<file path="config.mk">
export PLATFORM = sky130hd
export DESIGN_NAME = drive_chain
export DESIGN_NICKNAME = d
export VERILOG_FILES = /design/src/rtl/jtag_pkg.sv /design/src/rtl/jtag_shift_counter.sv /design/src/rtl/drive_chain.sv
export SDC_FILE = /design/constraint.sdc
export NUM_CORES = 1
export LEC_CHECK = 0
export CORE_UTILIZATION = 40
export CTS_CLUSTER_SIZE = 25
export DETAILED_ROUTE_END_ITERATION = 10
export PLACE_DENSITY_LB_ADDON = 0.12
export SYNTH_ARGS = -nofsm -noshare
export SYNTH_HDL_FRONTEND = slang
export SYNTH_SLANG_ARGS = --single-unit
</file>
<file path="constraint.sdc">
create_clock -name TCK -period 3.55 [get_ports TCK]
set_input_delay 0.71 -clock TCK [delete_from_list [all_inputs] [get_ports TCK]]
set_output_delay 0.71 -clock TCK [all_outputs]
set_load 0.01 [all_outputs]
</file>
<file path="src/rtl/jtag_pkg.sv">
// Shared definitions for the JTAG data-register chains behind the TAP controller:
// control bundle, default chain width and the bit-counter width helper.
package jtag_pkg;

    localparam int DEFAULT_CHAIN_WIDTH = 16;

    // Per-chain TAP state decode, already qualified by chain selection.
    typedef struct packed {
        logic capture;
        logic shift;
        logic update;
    } chain_ctrl_t;

    // The counter must represent 0..n plus one extra "too many bits" value.
    function automatic int count_width(input int n);
        return $clog2(n + 2);
    endfunction

endpackage

</file>
<file path="src/rtl/jtag_shift_counter.sv">
// Saturating shift-length counter for a JTAG data-register chain; flags when
// exactly WIDTH bits have been shifted since the last clear.
module jtag_shift_counter
    import jtag_pkg::*;
#(
    parameter int WIDTH = DEFAULT_CHAIN_WIDTH
) (
    input  logic clk,
    input  logic rst,
    input  logic clear,
    input  logic incr,
    output logic exact
);

    localparam int CW = count_width(WIDTH);
    localparam logic [CW-1:0] CNT_EXACT = CW'(WIDTH);
    localparam logic [CW-1:0] CNT_SAT   = CW'(WIDTH + 1);

    logic [CW-1:0] count;

    // NOTE: sequential state uses non-blocking assignments so every flop samples
    // pre-edge values, independent of block ordering.
    always_ff @(posedge clk or posedge rst) begin
        if (rst) begin
            count <= '0;
        end else if (clear) begin
            count <= '0;
        end else if (incr && count != CNT_SAT) begin
            count <= count + CW'(1);
        end
    end

    assign exact = (count == CNT_EXACT);

endmodule

</file>
<file path="src/rtl/drive_chain.sv">
// JTAG drive chain: serially loaded on Shift-DR, committed to DataOut on
// Update-DR only when exactly DATAWIDTH bits were shifted.
module drive_chain
    import jtag_pkg::*;
#(
    parameter int                  DATAWIDTH  = DEFAULT_CHAIN_WIDTH,
    parameter logic [DATAWIDTH-1:0] RESETVALUE = '0
) (
    input  logic                 TCK,
    input  logic                 Reset,
    input  logic                 ScanIn,
    input  logic                 CaptureDR,
    input  logic                 ShiftDR,
    input  logic                 UpdateDR,
    output logic                 ScanOut,
    output logic [DATAWIDTH-1:0] DataOut,
    output logic                 UpdateStrobe,
    output logic                 LengthError
);

    chain_ctrl_t            ctrl;
    logic [DATAWIDTH-1:0]   shift_reg;
    logic                   len_exact;
    logic                   cnt_clear;
    logic                   cnt_incr;

    assign ctrl.capture = CaptureDR;
    assign ctrl.shift   = ShiftDR;
    assign ctrl.update  = UpdateDR;

    // Capture outranks shift, shift outranks update; any surviving capture or
    // update restarts the length count.
    assign cnt_clear = ctrl.capture | (~ctrl.shift & ctrl.update);
    assign cnt_incr  = ~ctrl.capture & ctrl.shift;

    jtag_shift_counter #(
        .WIDTH(DATAWIDTH)
    ) u_shift_counter (
        .clk  (TCK),
        .rst  (Reset),
        .clear(cnt_clear),
        .incr (cnt_incr),
        .exact(len_exact)
    );

    always_ff @(posedge TCK or posedge Reset) begin
        if (Reset) begin
            shift_reg    <= '0;
            DataOut      <= RESETVALUE;
            UpdateStrobe <= 1'b0;
            LengthError  <= 1'b0;
        end else begin
            UpdateStrobe <= 1'b0;
            if (ctrl.capture) begin
                shift_reg <= DataOut;
            end else if (ctrl.shift) begin
                shift_reg <= {ScanIn, shift_reg[DATAWIDTH-1:1]};
            end else if (ctrl.update) begin
                if (len_exact) begin
                    DataOut      <= shift_reg;
                    UpdateStrobe <= 1'b1;
                    LengthError  <= 1'b0;
                end else begin
                    LengthError  <= 1'b1;
                end
            end
        end
    end

    assign ScanOut = shift_reg[0];

endmodule

</file>
==> results of run 1 <==
## metrics by stage
step | worst slack [ns] | hold slack, ns | power, mW
after global routing | 1.184 | 0.5379 | 0.9072
after CTS | 1.246 | 0.5093 | 0.8814
after global placement | 0.9653 | 0.4784 | 0.4990
after floorplan | 1.553 | 0.5023 | 0.4863
final | 1.276 | 0.4998 | 0.8698
after detailed placement | 0.9450 | 0.4921 | 0.5003
## cell type report
type | instances | area [µm²] | area share [%]
Sequential cell | 39 | 975.9 | 45.48
Clock buffer | 6 | 82.58 | 3.848
Multi-Input combinational cell | 91 | 708.2 | 33.00
Tap cell | 50 | 62.56 | 2.915
Inverter | 5 | 18.77 | 0.8746
Timing Repair Buffer | 27 | 262.8 | 12.24
Clock inverter | 2 | 35.03 | 1.633
## power by group through the flow
stage / clock network [mW] / registers (mW) / logic, mW
2_1_floorplan: 0 / 0.457 / 0.0292
3_3_place_gp: 0 / 0.458 / 0.0414
3_5_place_dp: 0 / 0.458 / 0.0424
4_1_cts: 0.390 / 0.449 / 0.0424
5_1_grt: 0.411 / 0.449 / 0.0469
6_report: 0.380 / 0.449 / 0.0408
## kinds of logic (layout without fill, tap and decap cells)
group                    after synthesis  after routing  synth area share [%]
AO/OA/AOI/OAI                         22             22                 6.397
XOR/XNOR                               2              2                0.9952
adder cells (fa/ha/maj)                3              3                 2.132
buffers and inverters                 14             40                 4.335
flip-flops                            39             39                 55.44
multiplexers                          32             32                 21.04
AND/OR/NAND/NOR                       32             32                 9.666
## synth_stat cells, drive strengths merged
master | count | area share [%]
clkbuf | 5 | 1.1
ha | 3 | 2.1
mux2 | 16 | 12
a21oi | 3 | 0.85
or3 | 1 | 0.36
nand2b | 2 | 1.1
nor2 | 3 | 0.64
mux2i | 16 | 9.1
nand3 | 3 | 0.85
inv | 5 | 1.1
nand4 | 2 | 0.71
nand4bb | 2 | 1.3
xor2 | 2 | 1.0
nand4b | 1 | 0.50
buf | 4 | 2.2
nand2 | 17 | 3.6
o21ai | 18 | 5.1
o21a | 1 | 0.43
nor4bb | 1 | 0.57
dfrtp | 39 | 55
## routing by layer
metal	vias to the layer above	track usage (%)
met1	548	20.13
met4	0	7.813
li1	544	-
met3	7	4.000
met5	-	0
met2	23	26.84
## cells in the final DEF, fill, tap and decap left out, drive strengths merged
master / count
clkinv: 1
nand2b: 2
nand4bb: 2
inv: 5
o21a: 1
nor2: 3
o21ai: 18
nand2: 17
ha: 3
mux2i: 16
xor2: 2
buf: 3
nand4b: 1
nor4bb: 1
a21oi: 3
or3: 1
nand3: 3
clkbuf: 6
clkdlybuf4s50: 24
dfrtp: 39
mux2: 16
nand4: 2
bufinv: 1
## worst max-delay path by stage
stage	cells past startpoint	slack (ns)	to	startpoint
2_1_floorplan	6	1.55	DataOut[10]	ShiftDR
3_5_place_dp	4	0.95	DataOut[14]	ShiftDR
3_3_place_gp	4	0.97	DataOut[14]	ShiftDR
6_report	4	1.28	DataOut[3]	ShiftDR
4_1_cts	4	1.25	DataOut[3]	ShiftDR
5_1_grt	4	1.18	DataOut[4]	ShiftDR
==> impl_metrics.py, run 1 <==
metrics = {
    "routing": {
        "drc": 0,
        "first_pass_iters": 4,
        "vias": 1122,
        "routed_wl_mm": 3.128,
        "drtAntennaViolNets": 0,
        "wl_met3_um": 108,
        "post_drt_wl_per_cell_um": 14.22,
        "met1_length_mm": 1.500,
        "top_layer": "met4",
        "drtIter0Drc": 104,
        "via_per_inst": 5.100,
        "wl_met2_mm": 1.460,
    },
    "hold_path": {
        "hold_depth": 1,
        "hp-class": "flip-flop to flip-flop",
        "hp-start": "LengthError",
        "min_to": "LengthError",
    },
    "global_routing": {
        "grt_overflow_total": 0,
        "grt_pass1_wl_mm": 5.513,
        "grt_start_max_net_pins": 40,
        "grt_pass1_vias": 1213,
        "grt_antenna_before_repair": 0,
        "track_usage_pct": 16.40,
    },
    "floorplan": {
        "die_w_um": 68.34,
        "rows": 23,
        "dieArea_um2": 4670,
        "initial_utilization_pct": 42.78,
        "fp.coreArea_um2": 4115,
        "ios": 25,
        "die_h_um": 68.34,
    },
    "clocking": {
        "clockBufferDepth": 2,
        "cts_max_level": 2,
        "hold_buffers": 0,
        "cts_root_buf": "clkbuf_8",
        "worst_skew_pair.late_latency_ns": 0.29,
        "cts_resized": 0,
        "numCtsBuffers": 5,
        "postCtsSetupRepairBufs": 0,
        "clock_sinks": 39,
        "clk_pin_slew_ns": 0.07,
        "cts_tree": "yes",
    },
    "placed_design": {
        "place_hpwl_mm": 1.936,
        "gp_congestion": 0.7425,
        "dpl_cell_area_um2": 2028,
        "dp_cells": 212,
        "port_buffers": 24,
    },
    "timing": {
        "setup_viol": 0,
        "worst_pin_slew_ns": 0.8903,
        "period_share_pct": 64.06,
        "setup_tns_ns": 0,
        "rsz0062_at_grt": "false",
        "period_minus_slack_ns": 2.274,
        "max_freq_mhz": 439.7,
        "fin_skew_ns": 0.005912,
        "maxSlewViolCount": 0,
        "finalHoldViolCount": 0,
        "relSlewSlack_pct": 40.65,
    },
    "synthesis": {
        "synth_area_um2": 1760,
        "ys_ff_latch": 39,
        "synth.yosys.warnings": 0,
        "synthCells": 144,
        "syn_avg_cell_area_um2": 12.23,
        "seq_area_frac_synth_pct": 55.44,
        "ys_types": 23,
        "syn_nets": 153,
    },
    "final_layout": {
        "syn_to_final_growth_pct": 21.89,
        "drive_gt1_share_pct": 16.47,
        "layout.nets": 178,
        "n_antenna_cell": 0,
        "final_util_pct": 52.14,
        "final_cells": 220,
        "fillers": 362,
        "finalInstanceArea_um2": 2146,
    },
    "run_status": {
        "status": "finished, final reports clean",
    },
    "setup_path": {
        "path_class": "input pin to flip-flop",
        "reg2reg_to": "DataOut[3]",
        "regToRegSetupSlack_ns": 1.52,
        "cp_cell_sequence": "clkdlybuf4s50_1 > nand2b_4 > or3_1 > mux2_2",
        "critPathTopFamily": "simple AND/OR/NAND/NOR gates",
        "crit_path_end_kind": "flip-flop",
        "worstReg2RegStart": "u_shift_counter.count[0]",
        "cp_slowest_cell": "or3_1",
        "max_stage_delay_ns": 0.70,
        "cp.required_ns": 3.72,
        "path_max_fanout": 18,
        "reg2regPathDepth": 5,
        "path_buf_inv": 1,
        "cp.arrival_ns": 2.45,
        "cp-start-kind": "input pin",
    },
    "power_and_ir_drop": {
        "p_leak_nw": 1.024,
        "power_frac_clock_pct": 43.7,
        "power_switching_mw": 0.1806,
        "intPower_mw": 0.6893,
        "switching_share_pct": 20.76,
        "pwr-share-comb_pct": 4.7,
        "p_seq_share_pct": 51.6,
        "powerDensity_nw_per_um2": 405.4,
        "ir_worst_vdd_mv": 0.2189,
    },
    "job": {
        "cap_violations": 0,
    },
}
Note: power is estimated with default switching activity, not from simulation.
==> inputs of run 2 (changes only) <==
==> constraint.sdc (replaced) <==
create_clock -name TCK -period 1.9 [get_ports TCK]
set_input_delay 0.38 -clock TCK [delete_from_list [all_inputs] [get_ports TCK]]
set_output_delay 0.38 -clock TCK [all_outputs]
set_load 0.01 [all_outputs]
==> impl_metrics.py, run 2 (synthesis gave the netlist of run 1 again) <==
metrics = {
    "final_layout": {
        "fillers": 383,
        "final_cell_mix": "dfrtp_1, clkdlybuf4s50_1, o21ai_0, nand2_1, mux2i_1",
        "n_antenna_cell": 0,
        "syn_to_final_growth_pct": 23.17,
        "layout_commonest_cell": "dfrtp_1",
        "drive_gt1_share_pct": 17.44,
        "layout.nets": 180,
    },
    "timing": {
        "worst_pin_slew_ns": 0.4943,
        "setup_viol": 0,
        "rsz0062_at_grt": "false",
        "hold_ws_ns": 0.4929,
        "setup_tns_ns": 0,
        "period_minus_slack_ns": 1.722,
        "finalHoldViolCount": 0,
        "max_freq_mhz": 580.8,
        "period_share_pct": 90.62,
        "maxSlewViolCount": 0,
        "fin_skew_ns": 0.005506,
        "relSlewSlack_pct": 67.05,
    },
    "job": {
        "cap_violations": 0,
    },
    "clocking": {
        "cts_root_buf": "clkbuf_8",
        "postCtsSetupRepairBufs": 0,
        "cts_max_level": 2,
        "cts_resized": 0,
        "clock_sinks": 39,
        "hold_buffers": 0,
        "clockBufferDepth": 2,
        "cts_tree": "yes",
        "numCtsBuffers": 5,
        "clk_pin_slew_ns": 0.08,
        "worst_skew_pair.late_latency_ns": 0.28,
    },
    "routing": {
        "via_per_inst": 4.968,
        "drtIter0Drc": 62,
        "post_drt_wl_per_cell_um": 13.98,
        "routed_wl_mm": 3.104,
        "drtAntennaViolNets": 0,
        "vias": 1103,
        "drc": 0,
        "first_pass_iters": 4,
    },
    "placed_design": {
        "gp_congestion": 0.7232,
        "port_buffers": 24,
        "place_hpwl_mm": 1.981,
    },
    "setup_path": {
        "cp.required_ns": 2.07,
        "cp-startpoint": "u_shift_counter.count[0]",
        "worstReg2RegStart": "u_shift_counter.count[0]",
        "path_max_fanout": 18,
        "cp.arrival_ns": 1.90,
        "path_class": "flip-flop to flip-flop",
        "crit_path_end_kind": "flip-flop",
        "cp-start-kind": "flip-flop",
    },
    "global_routing": {
        "grt_start_max_net_pins": 40,
        "track_usage_pct": 15.63,
        "grt_overflow_total": 0,
        "grt_antenna_before_repair": 0,
        "grt_pass1_wl_mm": 5.271,
        "grt_pass1_vias": 1128,
    },
    "power_and_ir_drop": {
        "ir_worst_vdd_mv": 0.6361,
        "powerDensity_nw_per_um2": 734.8,
        "p_leak_nw": 1.036,
    },
    "run_status": {
        "status": "finished, final reports clean",
    },
    "floorplan": {
        "dieArea_um2": 4670,
        "ios": 25,
        "rows": 23,
        "die_h_um": 68.34,
        "fp.coreArea_um2": 4115,
        "die_w_um": 68.34,
        "initial_utilization_pct": 42.78,
    },
    "hold_path": {
        "hp-class": "flip-flop to flip-flop",
        "hp-start": "LengthError",
    },
}
## run 2: changes by cell type in the layout (fill, tap and decap cells not counted)
cell      before  now
clkinv_4       0    1
clkbuf_8       6    5
buf_12         0    1
buf_4          3    4
## run 2: report_power, final
group	internal [mW]	leakage [nW]	switching, mW	total (mW)
sequential	0.834	0.538	0.00474	0.839
clock	0.391	0.0581	0.285	0.676
combinational	0.0300	0.440	0.0483	0.0783
total	1.25	1.04	0.338	1.59
## run 2: worst max-delay path, cell delays in order, from the launching register on
cell	delay, ns
dfrtp_1	0.43
inv_1	0.09
ha_1	0.14
nand4bb_1	0.09
or3_1	0.36
buf_12	0.18
mux2_4	0.30
## run 2: path summary, 6_finish.rpt
kind	end	slack, ns	cells after the start
setup / recovery	DataOut[9]	0.18	6
setup reg to reg	DataOut[9]	0.18	6
hold / removal	LengthError	0.49	1
max in group asynchronous	shift_reg[2]	1.05	3
min in group asynchronous	shift_reg[6]	0.51	3
hold reg to reg	LengthError	0.49	1
## run 2: metrics by stage
| step | std cells | util [%] | setup slack (ns) | cell area (µm²) | total power [mW] |
|---|---|---|---|---|---|
| global route | 222 | 52.69 | 0.08673 | 2168 | 1.682 |
| detailed placement | 214 | 49.95 | -0.07308 | 2056 | 0.9362 |
| floorplan | 144 | - | 0.2066 | 1760 | 0.9086 |
| global placement | 214 | 49.95 | -0.03195 | 2056 | 0.9345 |
| CTS | 222 | 52.69 | 0.1676 | 2168 | 1.622 |
| finish | 222 | 52.69 | 0.1783 | 2168 | 1.593 |
## run 2: per-layer routing
| layer | wire (µm) | track usage [%] | vias up |
|---|---|---|---|
| met1 | 1530 | 20.21 | 538 |
| met2 | 1464 | 25.12 | 16 |
| met3 | 92 | 4.000 | 2 |
| met5 | 0 | 0 | - |
| li1 | - | - | 547 |
| met4 | 17 | 5.469 | 0 |
## run 2: cell type report
cell class              instances  area (µm²)  area share, %
flip-flops and latches         39       975.9          45.01
multi-input cells              91       708.2          32.66
repair buffers                 29       290.3          13.39
clock buffers                   5       68.82          3.174
well taps                      50       62.56          2.885
clock inverters                 3       43.79          2.020
inverters                       5       18.77         0.8656
==> inputs of run 3 (changes only) <==
--- a/config.mk
+++ b/config.mk
@@ -5,6 +5,7 @@
 export SDC_FILE = /design/constraint.sdc
 export NUM_CORES = 1
 export LEC_CHECK = 0
+export CAP_MARGIN = 30
 export CORE_UTILIZATION = 40
 export CTS_CLUSTER_SIZE = 25
 export DETAILED_ROUTE_END_ITERATION = 10
==> results of run 3 <==
Same layout as run 2: the final DEF is identical, and so are final timing and power.
